==> src/rtl/add_seq_ctrl.sv <==
// Multi-word add sequencer: one shared 32-bit ripple-carry adder walks WORDS slices LSW first.
// Optional subtract mode (a - b) is enabled by defining ADD_SEQ_SUB_EN.

module rca32 (
  input  logic [31:0] a,
  input  logic [31:0] b,
  input  logic        ci,
  output logic [31:0] s,
  output logic        co
);

  logic [32:0] c;

  always_comb begin
    c    = '0;
    s    = '0;
    c[0] = ci;
    for (int i = 0; i < 32; i++) begin
      s[i]   = a[i] ^ b[i] ^ c[i];
      c[i+1] = (a[i] & b[i]) | (c[i] & (a[i] ^ b[i]));
    end
    co = c[32];
  end

endmodule

module add_seq_ctrl #(
  parameter int WORDS = 4
) (
  input  logic                  clk,
  input  logic                  reset,
  input  logic                  start,
  input  logic [32*WORDS-1:0]   a,
  input  logic [32*WORDS-1:0]   b,
  input  logic                  ci,
`ifdef ADD_SEQ_SUB_EN
  input  logic                  sub,
`endif
  output logic                  busy,
  output logic                  done,
  output logic [32*WORDS-1:0]   s,
  output logic                  co
);

  localparam int W     = 32 * WORDS;
  localparam int IDX_W = (WORDS > 1) ? $clog2(WORDS) : 1;
  localparam logic [IDX_W-1:0] LAST_IDX = IDX_W'(WORDS - 1);

  typedef enum logic [1:0] {
    IDLE = 2'd0,
    ADD  = 2'd1,
    DONE = 2'd2
  } state_t;

  state_t           state, state_nxt;
  logic             accept;
  logic [W-1:0]     a_reg, b_reg;
  logic [IDX_W-1:0] idx;
  logic             carry;
  logic [31:0]      a_slice, b_slice, sum_slice;
  logic             co_slice;
`ifdef ADD_SEQ_SUB_EN
  logic             sub_reg;
`endif

  always_ff @(posedge clk or posedge reset) begin
    if (reset) state <= IDLE;
    else       state <= state_nxt;
  end

  // DONE accepts a new start exactly like IDLE so back-to-back ops lose no cycle
  always_comb begin
    state_nxt = state;
    busy      = 1'b0;
    done      = 1'b0;
    accept    = 1'b0;
    case (state)
      IDLE: begin
        if (start) begin
          accept    = 1'b1;
          state_nxt = ADD;
        end
      end
      ADD: begin
        busy = 1'b1;
        if (idx == LAST_IDX) state_nxt = DONE;
      end
      DONE: begin
        done = 1'b1;
        if (start) begin
          accept    = 1'b1;
          state_nxt = ADD;
        end else begin
          state_nxt = IDLE;
        end
      end
      default: state_nxt = IDLE;
    endcase
  end

  always_comb begin
    a_slice = a_reg[{idx, 5'd0} +: 32];
`ifdef ADD_SEQ_SUB_EN
    b_slice = b_reg[{idx, 5'd0} +: 32] ^ {32{sub_reg}};
`else
    b_slice = b_reg[{idx, 5'd0} +: 32];
`endif
  end

  rca32 u_rca32 (
    .a  (a_slice),
    .b  (b_slice),
    .ci (carry),
    .s  (sum_slice),
    .co (co_slice)
  );

  // Operand capture, then one slice written per ADD cycle with the carry chained
  always_ff @(posedge clk or posedge reset) begin
    if (reset) begin
      a_reg   <= '0;
      b_reg   <= '0;
      idx     <= '0;
      carry   <= 1'b0;
      s       <= '0;
      co      <= 1'b0;
`ifdef ADD_SEQ_SUB_EN
      sub_reg <= 1'b0;
`endif
    end else if (accept) begin
      a_reg   <= a;
      b_reg   <= b;
      idx     <= '0;
`ifdef ADD_SEQ_SUB_EN
      sub_reg <= sub;
      carry   <= sub | ci;
`else
      carry   <= ci;
`endif
    end else if (state == ADD) begin
      s[{idx, 5'd0} +: 32] <= sum_slice;
      carry                <= co_slice;
      if (idx == LAST_IDX) begin
        co  <= co_slice;
        idx <= '0;
      end else begin
        idx <= idx + 1'b1;
      end
    end
  end

endmodule
==> config.mk <==
export PLATFORM = sky130hd
export DESIGN_NAME = add_seq_ctrl
export DESIGN_NICKNAME = d
export VERILOG_FILES = /design/src/rtl/add_seq_ctrl.sv
export SDC_FILE = /design/constraint.sdc
export NUM_CORES = 1
export LEC_CHECK = 0
export ABC_CLOCK_PERIOD_IN_PS = 43000
export CORE_MARGIN = 5
export CORE_UTILIZATION = 35
export CTS_CLUSTER_SIZE = 12
export DETAILED_ROUTE_END_ITERATION = 8
export PLACE_DENSITY = 0.62
export SYNTH_ARGS = -nofsm -noshare
export SYNTH_HDL_FRONTEND = slang
export SYNTH_HIERARCHICAL = 1
export SYNTH_SLANG_ARGS = --single-unit
==> constraint.sdc <==
create_clock -name clk -period 43 [get_ports clk]
set_input_delay 8.6 -clock clk [delete_from_list [all_inputs] [get_ports clk]]
set_output_delay 8.6 -clock clk [all_outputs]
set_load 0.05 [all_outputs]
==> impl_metrics.yaml, run 1 <==
floorplanning:
  die_h_um: 228
  coreArea_sq_um: 46800
  die_x_um: 228
  die_area_sq_um: 51900
  ioPinCount: 391
  start_util_pct: 35.5
  fp-row-count: 79
grt:
  grt_pass1_wl_um: 79100
  grt_max_degree: 99
  track_usage_pct: 19.3
  met1_usage_pct: 28.5
  antenna_found_initial: 5
  grt_pass1_vias: 13200
  overflow: 0
  busiest_layer: "met2"
  gr-usage-met2_pct: 28.8
  globalRouteMet3Util_pct: 3.69
cts:
  clock-sinks: 390
  ctsHoldBuffers: 0
  clk_latency_ns: 0.56
  cts_buffers: 43
  cts_resized: 0
  cts_root_buf: "clkbuf_16"
  cts_tree: "done"
  postCtsSetupRepairBufs: 0
  path_clk_slew_ns: 0.06
  htree_levels: 2
  cts_buffer_depth: 3
routing:
  drt_pass1_iterations: 5
  dr.first_iter.drc_count: 951
  ant_nets: 0
  dr_total_vias: 12500
  wire_per_inst_um: 20.3
  drc: 0
  wl_um: 51100
  routed_via_density: 4.94
min_path:
  min_path_type: "reg -> reg"
  holdPathEnd: "b_reg[31]$_DFFE_PP0P_"
  holdPathStages: 2
  hp-start: "b_reg[31]$_DFFE_PP0P_"
logic_synthesis:
  yosysTopAreaCell: "dfrtp_1"
  yosysWarnings: 6
  synth_top_area_share_pct: 58.7
  synth_nets: 1825
  yosysSeqAreaShare_pct: 58.7
  synthTopCellsByArea: "dfrtp_1 59%, nand2_1 18%, mux4_2 8.7%"
  synth_cell_type_count: 27
  synth_cells: 1527
  ys_ff_latch: 390
  synth.avg_cell_area_sq_um: 10.9
  synthesis.area_sq_um: 16600
setup_path:
  cpPeakStageDelay_ns: 0.61
  slowest_stage: "dfrtp_4"
  worst-setup-path-type: "reg -> reg"
  critPathArrivalTime_ns: 15.46
  rrSetupSlack_ns: 28.04
  required_ns: 43.50
  worstReg2RegStart: "idx[0]$_DFFE_PP0P_"
  r2r_end: "s[95]$_DFFE_PP0P_"
  reg2reg_depth: 39
  end_kind: "register"
  cpMostUsedCell: "fa_1"
  cp_max_fo: 25
  start_kind: "register"
pwr:
  total_power_mw: 1.94
  leakage_nw: 10.7
  ir_drop_v: 0.0000349
  power_density_nw_per_um2: 86.6
flow_run:
  max_cap_violations: 0
timing:
  holdWs_ns: 0.469
  fmax_mhz: 66.8
  post-route-min-period_ns: 14.96
  tns_ns: 0
  skew_ns: 0.0231
  hold_viol: 0
  tightest_slew_ns: 1.04
  slew_headroom_pct: 30.8
  setup-violations-final: 0
  rsz0062_at_grt: "false"
  slew_viol_final: 0
  fin_crit_sh_pct: 34.8
cells_and_area:
  seqCellArea_sq_um: 9770
  multiInputGateArea_sq_um: 6400
  syn2layout_area_growth_pct: 34.7
  num-fill-cells: 4282
  layout-drive-gt1-share_pct: 8.16
  nNetsFinal: 2182
place:
  port_buffers: 390
  hpwl_um: 36800
  gp_congestion: 0.832
outcome:
  outcome: "completed"
Yosys cell counts:
| cell | count |
|---|---|
| nand2_1 | 775 |
| dfrtp_1 | 390 |
| a22o_1 | 128 |
| mux4_2 | 64 |
| clkbuf_1 | 60 |
| fa_1 | 32 |
| buf_2 | 29 |
| inv_1 | 13 |
| ha_1 | 6 |
| buf_6 | 4 |
| buf_1 | 3 |
| buf_4 | 2 |
| nand2b_1 | 2 |
| nand3b_1 | 2 |
| nor2_1 | 2 |
| nor2b_1 | 2 |
| nor4b_2 | 2 |
| o31ai_1 | 2 |
| a31oi_1 | 1 |
| and2_1 | 1 |
| clkinv_1 | 1 |
| mux2_2 | 1 |
| nand3_1 | 1 |
| nor4_2 | 1 |
| nor4b_4 | 1 |
| o21ai_0 | 1 |
| or3b_4 | 1 |
critical path, delay by kind of cell, from the launching register on:
| kind | cells | cell delay [ns] |
|---|---|---|
| compound gates | 1 | 0.15 |
| fa+ha+maj | 32 | 12.66 |
| buf+inv | 5 | 0.83 |
| flops | 1 | 0.61 |
| mux | 1 | 0.61 |
cell usage in the layout (no fill, tap or decap):
| cell | n |
|---|---|
| nand2_1 | 775 |
| clkdlybuf4s50_1 | 390 |
| dfrtp_1 | 388 |
| a22o_1 | 128 |
| mux4_2 | 64 |
| clkbuf_16 | 43 |
| fa_1 | 32 |
| buf_4 | 20 |
| inv_1 | 12 |
| clkbuf_1 | 11 |
| ha_1 | 6 |
| clkbuf_8 | 6 |
| diode_2 | 5 |
| clkinv_2 | 5 |
| nor4b_4 | 3 |
| inv_6 | 3 |
| nand3b_1 | 2 |
| nor2_1 | 2 |
| o31ai_1 | 2 |
| bufinv_16 | 2 |
| dfrtp_4 | 2 |
| nor2b_4 | 1 |
| nand2b_4 | 1 |
| nand2b_1 | 1 |
| o21ai_0 | 1 |
| clkinv_1 | 1 |
| nor4_4 | 1 |
| or3b_4 | 1 |
| nor2b_1 | 1 |
| inv_8 | 1 |
| a31oi_1 | 1 |
| and2_1 | 1 |
| mux2_2 | 1 |
| nand3_1 | 1 |
| clkinv_4 | 1 |
| clkinvlp_4 | 1 |
cell families after synthesis:
logic type | share of synthesized area (%)
compound gates | 6.91
mux | 8.74
fa+ha+maj | 4.31
flops | 58.7
simple gates | 18.3
buf+inv | 2.97
where the power goes:
group          switching (mW)  leakage (nW)  internal (mW)  total, mW
sequential             0.0962          5.00          0.521      0.617
combinational           0.600          5.04          0.370      0.970
clock                   0.146         0.652          0.206      0.352
total                   0.843          10.7           1.10       1.94
per-stage QoR:
stage / std cells / util, % / area, sq um / setup WS (ns)
3_3_place_gp: 2446 / 45.0 / 21000 / 28.09
4_1_cts: 2518 / 47.8 / 22400 / 28.01
3_5_place_dp: 2446 / 45.0 / 21000 / 28.03
2_1_floorplan: 1527 / - / 16600 / 23.56
6_report: 2523 / 47.9 / 22400 / 28.04
5_1_grt: 2523 / 47.9 / 22400 / 27.55
cell type report:
| class | count | share of cell area [%] |
|---|---|---|
| antenna | 5 | 0.0559 |
| clock buffer | 60 | 5.36 |
| clock inverter | 12 | 0.570 |
| inverter | 14 | 0.268 |
| multi-input combinational | 1025 | 28.6 |
| sequential | 390 | 43.6 |
| tap | 607 | 3.39 |
| timing repair buffer | 410 | 18.1 |
routing by layer:
metal | wire, um | up-vias
li1 | - | 5748
met1 | 24000 | 6246
met2 | 22900 | 389
met3 | 2900 | 70
met4 | 1380 | 0
met5 | 0 | -
how the worst max path moves through the flow:
stage                        from              endpoint  slack (ns)  cells after the start
6_report       idx[0]$_DFFE_PP0P_     s[95]$_DFFE_PP0P_       28.04                     39
2_1_floorplan               reset  a_reg[0]$_DFFE_PP0P_       23.56                      1
4_1_cts        idx[0]$_DFFE_PP0P_     s[95]$_DFFE_PP0P_       28.01                     39
5_1_grt        idx[0]$_DFFE_PP0P_     s[95]$_DFFE_PP0P_       27.55                     39
3_3_place_gp   idx[0]$_DFFE_PP0P_     s[95]$_DFFE_PP0P_       28.09                     39
3_5_place_dp   idx[0]$_DFFE_PP0P_     s[95]$_DFFE_PP0P_       28.03                     39
Note: power is estimated with default switching activity, not from simulation.
==> inputs of run 2 (changes only) <==
--- a/config.mk
+++ b/config.mk
@@ -5,12 +5,12 @@
 export SDC_FILE = /design/constraint.sdc
 export NUM_CORES = 1
 export LEC_CHECK = 0
-export ABC_CLOCK_PERIOD_IN_PS = 43000
+export ABC_CLOCK_PERIOD_IN_PS = 12000
 export CORE_MARGIN = 5
 export CORE_UTILIZATION = 35
 export CTS_CLUSTER_SIZE = 12
 export DETAILED_ROUTE_END_ITERATION = 8
-export PLACE_DENSITY = 0.62
+export PLACE_DENSITY = 0.64
 export SYNTH_ARGS = -nofsm -noshare
 export SYNTH_HDL_FRONTEND = slang
 export SYNTH_HIERARCHICAL = 1
==> constraint.sdc (replaced) <==
create_clock -name clk -period 12 [get_ports clk]
set_input_delay 2.4 -clock clk [delete_from_list [all_inputs] [get_ports clk]]
set_output_delay 2.4 -clock clk [all_outputs]
set_load 0.05 [all_outputs]
==> run 2 against run 1 <==
The flow now finishes with violations (setup timing). Cell count up 0.16%. Register-to-register slack worse by 29 ns. Largest power group unchanged. Critical path type unchanged. Sequential power rose to 3.5 times the previous value.
==> impl_metrics.yaml, run 2 (synthesis gave the netlist of run 1 again) <==
cells_and_area:
  mostFrequentLayoutCells: "775 x nand2_1, 390 x clkdlybuf4s50_1, 388 x dfrtp_1, 128 x a22o_1, 64 x mux4_2"
  layout-drive-gt1-share_pct: 10.3
  syn2layout_area_growth_pct: 35.5
  fin_util_pct: 48.1
  nNetsFinal: 2187
  fin_area_sq_um: 22500
  layout_commonest_cell: "nand2_1"
cts:
  htree_levels: 2
  cts_buffers: 43
  cts_root_buf: "clkbuf_16"
  clock-sinks: 390
  cts_buffer_depth: 3
  cts_resized: 0
  clk_latency_ns: 0.56
  cts_tree: "done"
  ctsHoldBuffers: 0
  path_clk_slew_ns: 0.06
  postCtsSetupRepairBufs: 0
floorplanning:
  die_x_um: 228
  coreArea_sq_um: 46800
  start_util_pct: 35.5
  die_h_um: 228
  die_area_sq_um: 51900
  fp-row-count: 79
  ioPinCount: 391
setup_path:
  slowest_stage: "dfrtp_4"
  cp_max_fo: 8
  critPathArrivalTime_ns: 13.18
  worst-setup-path-type: "reg -> reg"
  cpMostUsedCell: "fa_2"
  cpPeakStageDelay_ns: 0.48
  end_kind: "register"
  required_ns: 12.48
  start_kind: "register"
routing:
  wl_um: 50700
  wire_per_inst_um: 20.1
  routed_via_density: 4.95
  drt_pass1_iterations: 5
  drc: 0
  ant_nets: 0
  dr.first_iter.drc_count: 1084
  dr_total_vias: 12500
timing:
  fmax_mhz: 78.8
  setup-violations-final: 14
  fin_crit_sh_pct: 106
  tightest_slew_ns: 1.11
  slew_headroom_pct: 26.0
  post-route-min-period_ns: 12.69
  skew_ns: 0.0255
  hold_viol: 0
  slew_viol_final: 0
  rsz0062_at_grt: "true"
  setup_slack_ns: -0.693
grt:
  antenna_found_initial: 2
  grt_max_degree: 177
  grt_pass1_vias: 13400
  overflow: 0
  track_usage_pct: 19.3
  grt_pass1_wl_um: 79800
place:
  gp_congestion: 0.835
  port_buffers: 390
  pre_cts_slack_ns: -0.696
  hpwl_um: 36800
  dpl_cell_area_sq_um: 21200
pwr:
  power_density_nw_per_um2: 319
  total_power_mw: 7.17
  ir_drop_v: 0.000164
  leakage_nw: 10.7
outcome:
  outcome: "finished, violations left"
  violations: "setup timing"
flow_run:
  max_cap_violations: 0
min_path:
  min_path_type: "reg -> reg"
-- run 2: changes by cell type in the layout (fill, tap and decap cells not counted) --
cell        before  now
clkbuf_8         6    7
diode_2          5    1
clkinv_2         5    7
bufinv_16        2    1
fa_1            32    2
inv_2            0    3
fa_2             0   30
inv_1           12    9
buf_12           0    2
buf_4           20   23
clkinvlp_4       1    3
inv_8            1    0
-- run 2: critical path, delay by kind of cell, from the launching register on --
kind,cells,cell delay (ns)
flops,1,0.48
fa+ha+maj,32,11.22
mux,1,0.32
buf+inv,5,0.45
compound gates,1,0.13
-- run 2: routing by layer --
metal	global-route usage, %	routed length [um]	up-vias
met5	0	13	-
met4	4.52	821	2
li1	-	-	5752
met2	30.4	23700	374
met3	3.08	2440	53
met1	28.4	23700	6338
-- run 2: final cells by class --
| type | count | area, sq um |
|---|---|---|
| diodes | 1 | 2.50 |
| clock buffers | 61 | 1210 |
| clock inverters | 14 | 115 |
| fillers | 4271 | 24200 |
| inverters | 14 | 56.3 |
| multi-input cells | 1025 | 6480 |
| flip-flops and latches | 390 | 9770 |
| well taps | 607 | 759 |
| repair buffers | 415 | 4120 |
-- run 2: final timing paths --
check                                       from                     to  slack, ns  depth (start not counted)
setup / recovery              idx[1]$_DFFE_PP0P_      s[95]$_DFFE_PP0P_      -0.69                         39
hold / removal             b_reg[81]$_DFFE_PP0P_  b_reg[81]$_DFFE_PP0P_       0.47                          2
setup reg to reg              idx[1]$_DFFE_PP0P_      s[95]$_DFFE_PP0P_      -0.69                         39
hold reg to reg            b_reg[81]$_DFFE_PP0P_  b_reg[81]$_DFFE_PP0P_       0.47                          2
max in group asynchronous                  reset  b_reg[49]$_DFFE_PP0P_       8.03                          4
min in group asynchronous                  reset     s[103]$_DFFE_PP0P_       2.45                          3
-- run 2: power by group --
group          internal (mW)  switching, mW  total (mW)
Sequential              1.87          0.305        2.17
Combinational           1.47           2.27        3.75
Clock                  0.726          0.527        1.25
-- run 2: stage by stage --
stage	TNS (ns)	hold slack, ns	cells
final	-5.41	0.466	2527
after detailed placement	-5.55	0.459	2451
after CTS	-6.15	0.472	2526
after global routing	-9.70	0.484	2527
after global placement	-4.86	0.453	2451
after floorplan	-1.65	0.440	1527
